`src/rtl/mp_rf_frontend_pkg.sv`:
```
// Shared constants and request types for the 3R3W register-file front-end.
package mp_rf_frontend_pkg;

  localparam int unsigned NUM_R     = 3;
  localparam int unsigned NUM_W     = 3;
  localparam int unsigned W         = 32;
  localparam int unsigned N         = 1024;
  localparam int unsigned AW        = $clog2(N);
  localparam int unsigned RSP_DEPTH = 3;
  localparam int unsigned CRW       = $clog2(RSP_DEPTH + 1);

  typedef struct packed {
    logic [AW-1:0] addr;
  } rd_req_t;

  typedef struct packed {
    logic [AW-1:0] addr;
    logic [W-1:0]  data;
  } wr_req_t;

  typedef logic [CRW-1:0] credit_t;

endpackage

```
`src/rtl/mp_rf_rsp_fifo.sv`:
```
// Small registered response FIFO; head is read straight from the storage flops.
module mp_rf_rsp_fifo #(
  parameter int unsigned Depth = 3,
  parameter int unsigned Width = 32
) (
  input  logic             clk,
  input  logic             rst,
  input  logic             push,
  input  logic [Width-1:0] wdata,
  input  logic             pop,
  output logic [Width-1:0] head,
  output logic             empty,
  output logic             full
);

  localparam int unsigned PtrW = (Depth > 1) ? $clog2(Depth) : 1;
  localparam int unsigned CntW = $clog2(Depth + 1);

  logic [Width-1:0] mem_q [Depth];
  logic [PtrW-1:0]  wr_ptr_q, rd_ptr_q;
  logic [CntW-1:0]  cnt_q;
  logic             do_pop;

  function automatic logic [PtrW-1:0] ptr_inc(input logic [PtrW-1:0] p);
    return (p == PtrW'(Depth - 1)) ? '0 : p + PtrW'(1);
  endfunction

  assign empty  = (cnt_q == '0);
  assign full   = (cnt_q == CntW'(Depth));
  assign do_pop = pop & ~empty;
  assign head   = mem_q[rd_ptr_q];

  always_ff @(posedge clk) begin
    if (rst) begin
      wr_ptr_q <= '0;
      rd_ptr_q <= '0;
      cnt_q    <= '0;
      for (int i = 0; i < Depth; i++) mem_q[i] <= '0;
    end else begin
      if (push) begin
        mem_q[wr_ptr_q] <= wdata;
        wr_ptr_q        <= ptr_inc(wr_ptr_q);
      end
      if (do_pop) rd_ptr_q <= ptr_inc(rd_ptr_q);
      case ({push, do_pop})
        2'b10:   cnt_q <= cnt_q + CntW'(1);
        2'b01:   cnt_q <= cnt_q - CntW'(1);
        default: cnt_q <= cnt_q;
      endcase
    end
  end

endmodule

```
`src/rtl/mp_rf_frontend_3r3w.sv`:
```
// Valid/ready front-end for the 3R3W LVT register file: credit-limited read
// responses, write-collision filtering. Define MP_RF_FRONTEND_BYPASS_EN for write-to-read bypass.
module mp_rf_frontend_3r3w
  import mp_rf_frontend_pkg::*;
(
  input  logic                clk,
  input  logic                rst,
  input  logic [NUM_R-1:0]    rreq_vld,
  input  logic [NUM_R*AW-1:0] rreq_addr,
  output logic [NUM_R-1:0]    rreq_rdy,
  output logic [NUM_R-1:0]    rrsp_vld,
  output logic [NUM_R*W-1:0]  rrsp_data,
  input  logic [NUM_R-1:0]    rrsp_rdy,
  input  logic [NUM_W-1:0]    wreq_vld,
  input  logic [NUM_W*AW-1:0] wreq_addr,
  input  logic [NUM_W*W-1:0]  wreq_data,
  output logic [NUM_R-1:0]    mem_ren,
  output logic [NUM_R*AW-1:0] mem_raddr,
  input  logic [NUM_R*W-1:0]  mem_rdata,
  output logic [NUM_W-1:0]    mem_wen,
  output logic [NUM_W*AW-1:0] mem_waddr,
  output logic [NUM_W*W-1:0]  mem_wdata,
  output logic [15:0]         wr_coll_cnt
);

  localparam int unsigned SuppW = $clog2(NUM_W + 1);

  rd_req_t [NUM_R-1:0] rd_req;
  wr_req_t [NUM_W-1:0] wr_req;
  logic    [NUM_R-1:0] rd_acc;
  logic    [NUM_W-1:0] wr_supp;
  logic    [SuppW-1:0] n_supp;
  logic    [15:0]      coll_cnt_q;
  logic    [16:0]      coll_sum;

  for (genvar i = 0; i < NUM_W; i++) begin : g_wr
    assign wr_req[i]               = {wreq_addr[i*AW +: AW], wreq_data[i*W +: W]};
    assign mem_waddr[i*AW +: AW]   = wr_req[i].addr;
    assign mem_wdata[i*W +: W]     = wr_req[i].data;
  end

  // A lower-numbered write loses to any higher-numbered write to the same address.
  always_comb begin
    wr_supp = '0;
    n_supp  = '0;
    for (int i = 0; i < NUM_W; i++) begin
      for (int j = i + 1; j < NUM_W; j++) begin
        if (wreq_vld[i] && wreq_vld[j] && (wr_req[i].addr == wr_req[j].addr)) begin
          wr_supp[i] = 1'b1;
        end
      end
      n_supp = n_supp + SuppW'(wr_supp[i]);
    end
  end

  assign mem_wen     = wreq_vld & ~wr_supp & {NUM_W{~rst}};
  assign coll_sum    = {1'b0, coll_cnt_q} + 17'(n_supp);
  assign wr_coll_cnt = coll_cnt_q;

  always_ff @(posedge clk) begin
    if (rst) coll_cnt_q <= '0;
    else     coll_cnt_q <= coll_sum[16] ? 16'hFFFF : coll_sum[15:0];
  end

  for (genvar p = 0; p < NUM_R; p++) begin : g_rd
    credit_t        cr_q, cr_d;
    logic           pend_q, pop, empty, full;
    logic [W-1:0]   push_data, head;

    assign rd_req[p].addr          = rreq_addr[p*AW +: AW];
    assign mem_raddr[p*AW +: AW]   = rd_req[p].addr;
    assign rreq_rdy[p]             = ~rst & (cr_q < credit_t'(RSP_DEPTH));
    assign rd_acc[p]               = rreq_vld[p] & rreq_rdy[p];
    assign mem_ren[p]              = rd_acc[p];
    assign pop                     = rrsp_vld[p] & rrsp_rdy[p];

    // Credits cover both in-flight reads and FIFO occupancy, so the FIFO cannot overflow.
    always_comb begin
      cr_d = cr_q;
      case ({rd_acc[p], pop})
        2'b10:   cr_d = cr_q + credit_t'(1);
        2'b01:   cr_d = cr_q - credit_t'(1);
        default: cr_d = cr_q;
      endcase
    end

    always_ff @(posedge clk) begin
      if (rst) begin
        cr_q   <= '0;
        pend_q <= 1'b0;
      end else begin
        cr_q   <= cr_d;
        pend_q <= rd_acc[p];
      end
    end

`ifdef MP_RF_FRONTEND_BYPASS_EN
    logic         byp_hit_d, byp_hit_q;
    logic [W-1:0] byp_data_d, byp_data_q;

    // Post-collision enables guarantee at most one matching write.
    always_comb begin
      byp_hit_d  = 1'b0;
      byp_data_d = '0;
      for (int i = 0; i < NUM_W; i++) begin
        if (mem_wen[i] && (wr_req[i].addr == rd_req[p].addr)) begin
          byp_hit_d  = 1'b1;
          byp_data_d = wr_req[i].data;
        end
      end
    end

    always_ff @(posedge clk) begin
      if (rst) begin
        byp_hit_q  <= 1'b0;
        byp_data_q <= '0;
      end else begin
        byp_hit_q  <= byp_hit_d & rd_acc[p];
        byp_data_q <= byp_data_d;
      end
    end

    assign push_data = byp_hit_q ? byp_data_q : mem_rdata[p*W +: W];
`else
    assign push_data = mem_rdata[p*W +: W];
`endif

    mp_rf_rsp_fifo #(
      .Depth (RSP_DEPTH),
      .Width (W)
    ) u_rsp_fifo (
      .clk   (clk),
      .rst   (rst),
      .push  (pend_q),
      .wdata (push_data),
      .pop   (pop),
      .head  (head),
      .empty (empty),
      .full  (full)
    );

    assign rrsp_vld[p]         = ~empty;
    assign rrsp_data[p*W +: W] = head;

    fifo_no_overflow_a : assert property (@(posedge clk) disable iff (rst) !(pend_q && full));
  end

endmodule

```
`config.mk`:
```
export PLATFORM = sky130hd
export DESIGN_NAME = mp_rf_frontend_3r3w
export DESIGN_NICKNAME = d
export VERILOG_FILES = /design/src/rtl/mp_rf_frontend_pkg.sv /design/src/rtl/mp_rf_rsp_fifo.sv /design/src/rtl/mp_rf_frontend_3r3w.sv
export SDC_FILE = /design/constraint.sdc
export NUM_CORES = 1
export LEC_CHECK = 0
export CAP_MARGIN = 10
export CELL_PAD_IN_SITES_DETAIL_PLACEMENT = 0
export CELL_PAD_IN_SITES_GLOBAL_PLACEMENT = 1
export CORE_ASPECT_RATIO = 1.2
export CORE_MARGIN = 3
export CORE_UTILIZATION = 39
export DETAILED_ROUTE_END_ITERATION = 10
export PLACE_DENSITY = 0.9
export SYNTH_ARGS = -nofsm -noshare
export SYNTH_HDL_FRONTEND = slang
export SYNTH_HIERARCHICAL = 1
export SYNTH_SLANG_ARGS = --single-unit
```
`constraint.sdc`:
```
create_clock -name clk -period 4 [get_ports clk]
set_input_delay 0.8 -clock clk [delete_from_list [all_inputs] [get_ports clk]]
set_output_delay 0.8 -clock clk [all_outputs]
set_load 0.02 [all_outputs]
```
==> flow_metrics.tcl <==
set metrics [dict create \
    status "finished clean" \
    initial_antenna_violation_count 9 \
    grt_setup_unrepaired "no" \
    drive_above_1_share_pct 15.0 \
    switching_share_pct 22.3 \
    placement.io_buffers 290 \
    coreArea_um2 49400 \
    setup.worst_path.class "input port to primary output" \
    max_clock_freq_mhz 268 \
    finalSetupViolations 0 \
    tritoncts "done" \
    initial_utilization_pct 39.7 \
    detail_route.first_pass.iterations 4 \
    design.final.nets 1713 \
    fin_skew_ns 0.0159 \
    num_vias 10884 \
    fp.dieH_um 252 \
    total_design_power_mw 10.1 \
    timing.critical_path.arrival_ns 2.93 \
    timing.critical_path.buf_inv 2 \
    synth_warnings 6 \
    total_negative_setup_slack_ns 0 \
    mostFrequentLayoutCell "sky130_fd_sc_hd__edfxtp_1" \
    slew_viol_final 0 \
    grt_start_max_net_pins 33 \
    power.switching_mw 2.25 \
    req_time_crit_path_ns 3.20 \
    groute.usage.overall_pct 19.8 \
    crit_top_cell "sky130_fd_sc_hd__clkdlybuf4s50_1" \
    cts.sinks 433 \
    power_frac_comb_pct 10.4 \
    most-common-layout-cells "sky130_fd_sc_hd__edfxtp_1, sky130_fd_sc_hd__clkdlybuf4s50_1, sky130_fd_sc_hd__and2_1" \
    timing.max_slew.rel_slack_pct 25.1 \
    avgViaCountPerCell 5.15 \
    power.leakage_nw 8.19 \
    ctsHoldBuffers 0 \
    dr.first_iter.drc_count 535 \
    crit_fanout 3 \
    power_frac_seq_pct 51.1 \
    netlist_area_um2 19600 \
    cts_post_setup_buffers_inserted 0 \
    cts.root.buffer_cell "sky130_fd_sc_hd__clkbuf_16" \
    htree_num_levels 2 \
    grt_pass1_vias 11524 \
    critPathLaunchType "input port" \
    cts_max_path_buffers 3 \
    num_rows 89 \
    dp_worst_setup_slack_ns -0.0562 \
    post-route-drc-count 0 \
    timing.final.crit_period_ns 3.73 \
    path_cells "clkdlybuf4s50_1 > xor2_1 > or4_1 > nor3_1 > nor3b_1 > clkdlybuf4s50_1" \
    post_synth_net_total 1557 \
    worstMarginPinSlew_ns 1.12 \
    global_route_total_overflow 0 \
    cts_resized 0 \
    post_synth.cell_area_avg_um2 15.3 \
    setup_crit_end_kind "primary output" \
    min_period_over_period_pct 93.3 \
    dieArea_um2 53000 \
    clock_group_share_of_total_power_pct 38.5 \
    gate_count_post_synth 1286 \
    route.detailed.wl_per_inst_um 25.4 \
    ios 543 \
    crit_family "buffers and inverters" \
    cap_viol_max_count 0 \
    cellPowerDensity_nw_per_um2 429 \
    worst_skew_pair.late_latency_ns 0.55 \
    worst_ir_drop_vdd_uv 340 \
    numCtsBuffers 44 \
    grt_pass1_wl_um 76500 \
    critical_path.max_stage_delay_ns 0.56 \
    dp_hpwl_um 38100 \
    antenna_violating_nets_post_route 0 \
    flow.area_growth_from_synthesis_pct 20.1 \
    critical-path-slowest-cell "sky130_fd_sc_hd__or4_1" \
    gpl.final_weighted_congestion 0.890 \
    timing.final.hold_violations 0 \
    clk_pin_slew_worst_paths_ns 0.06 \
    p_int_mw 7.87 \
    final_critical_path_setup_slack_ns 0.269 \
    finalWirelength_um 53600 \
    die_outline_width_um 211 \
    worst_hold_path_type "flip-flop to flip-flop" \
]
## final timing paths
| path | startpoint | endpoint | slack, ns | cells past startpoint |
|---|---|---|---|---|
| min | g_rd[0].u_rsp_fifo/wr_ptr_q[1] | g_rd[0].u_rsp_fifo/wr_ptr_q[1] | 0.48 | 2 |
| max | wreq_addr[19] | mem_wen[0] | 0.27 | 6 |
| max reg2reg | g_rd[2].u_rsp_fifo/wr_ptr_q[0] | g_rd[2].u_rsp_fifo/mem_q[3][5] | 1.93 | 3 |
| min reg2reg | g_rd[0].u_rsp_fifo/wr_ptr_q[1] | g_rd[0].u_rsp_fifo/wr_ptr_q[1] | 0.48 | 2 |
## power groups by stage
stage	Clock, mW	Sequential, mW	Combinational [mW]
3_5_place_dp	0	5.27	1.06
3_3_place_gp	0	5.25	1.05
5_1_grt	4.17	5.19	1.11
2_1_floorplan	0	5.24	0.727
4_1_cts	4.01	5.17	1.07
6_report	3.90	5.17	1.05
## routing by layer
metal	vias up	wire, um	global-route usage (%)	share of wire (%)
met2	497	25400	31.3	47
met3	120	7640	11.7	14
met5	-	145	1.63	0.27
li1	4835	-	-	-
met1	5422	18100	21.5	34
met4	10	2320	8.27	4.3
## layout make-up
type / instances / area [um^2]
diodes: 4 / 10.0
clock inverters: 18 / 124
clock buffers: 57 / 1240
fillers: 4251 / 25900
well taps: 637 / 797
multi-input cells: 620 / 5630
inverters: 19 / 71.3
repair buffers: 324 / 3170
flip-flops and latches: 433 / 12500
## worst reg2reg max path: cells and delay by family (launching register included)
kind | cells | cell delay [ns]
flip-flops | 1 | 0.64
AND/OR/NAND/NOR | 2 | 0.79
buffers and inverters | 1 | 0.33
## through the flow
stage	util, %	std cells	hold slack (ns)	cell area [um^2]
after global routing	47.6	2111	0.518	23600
after global placement	44.9	2033	0.456	22200
after CTS	47.6	2108	0.480	23500
after detailed placement	44.9	2033	0.471	22200
final	47.6	2112	0.478	23600
after floorplan	-	1286	0.454	19600
## registers in the layout, indices dropped and copies added (netlist names), named ones only
register and flops:
g_rd.u_rsp_fifo/cnt_q 6, g_rd.u_rsp_fifo/rd_ptr_q 6, wr_coll_cnt 16, g_rd.u_rsp_fifo/mem_q 384, g_rd.cr_q 6, g_rd.u_rsp_fifo/wr_ptr_q 6
g_rd.pend_q 3
Note: power is estimated with default switching activity, not from simulation.
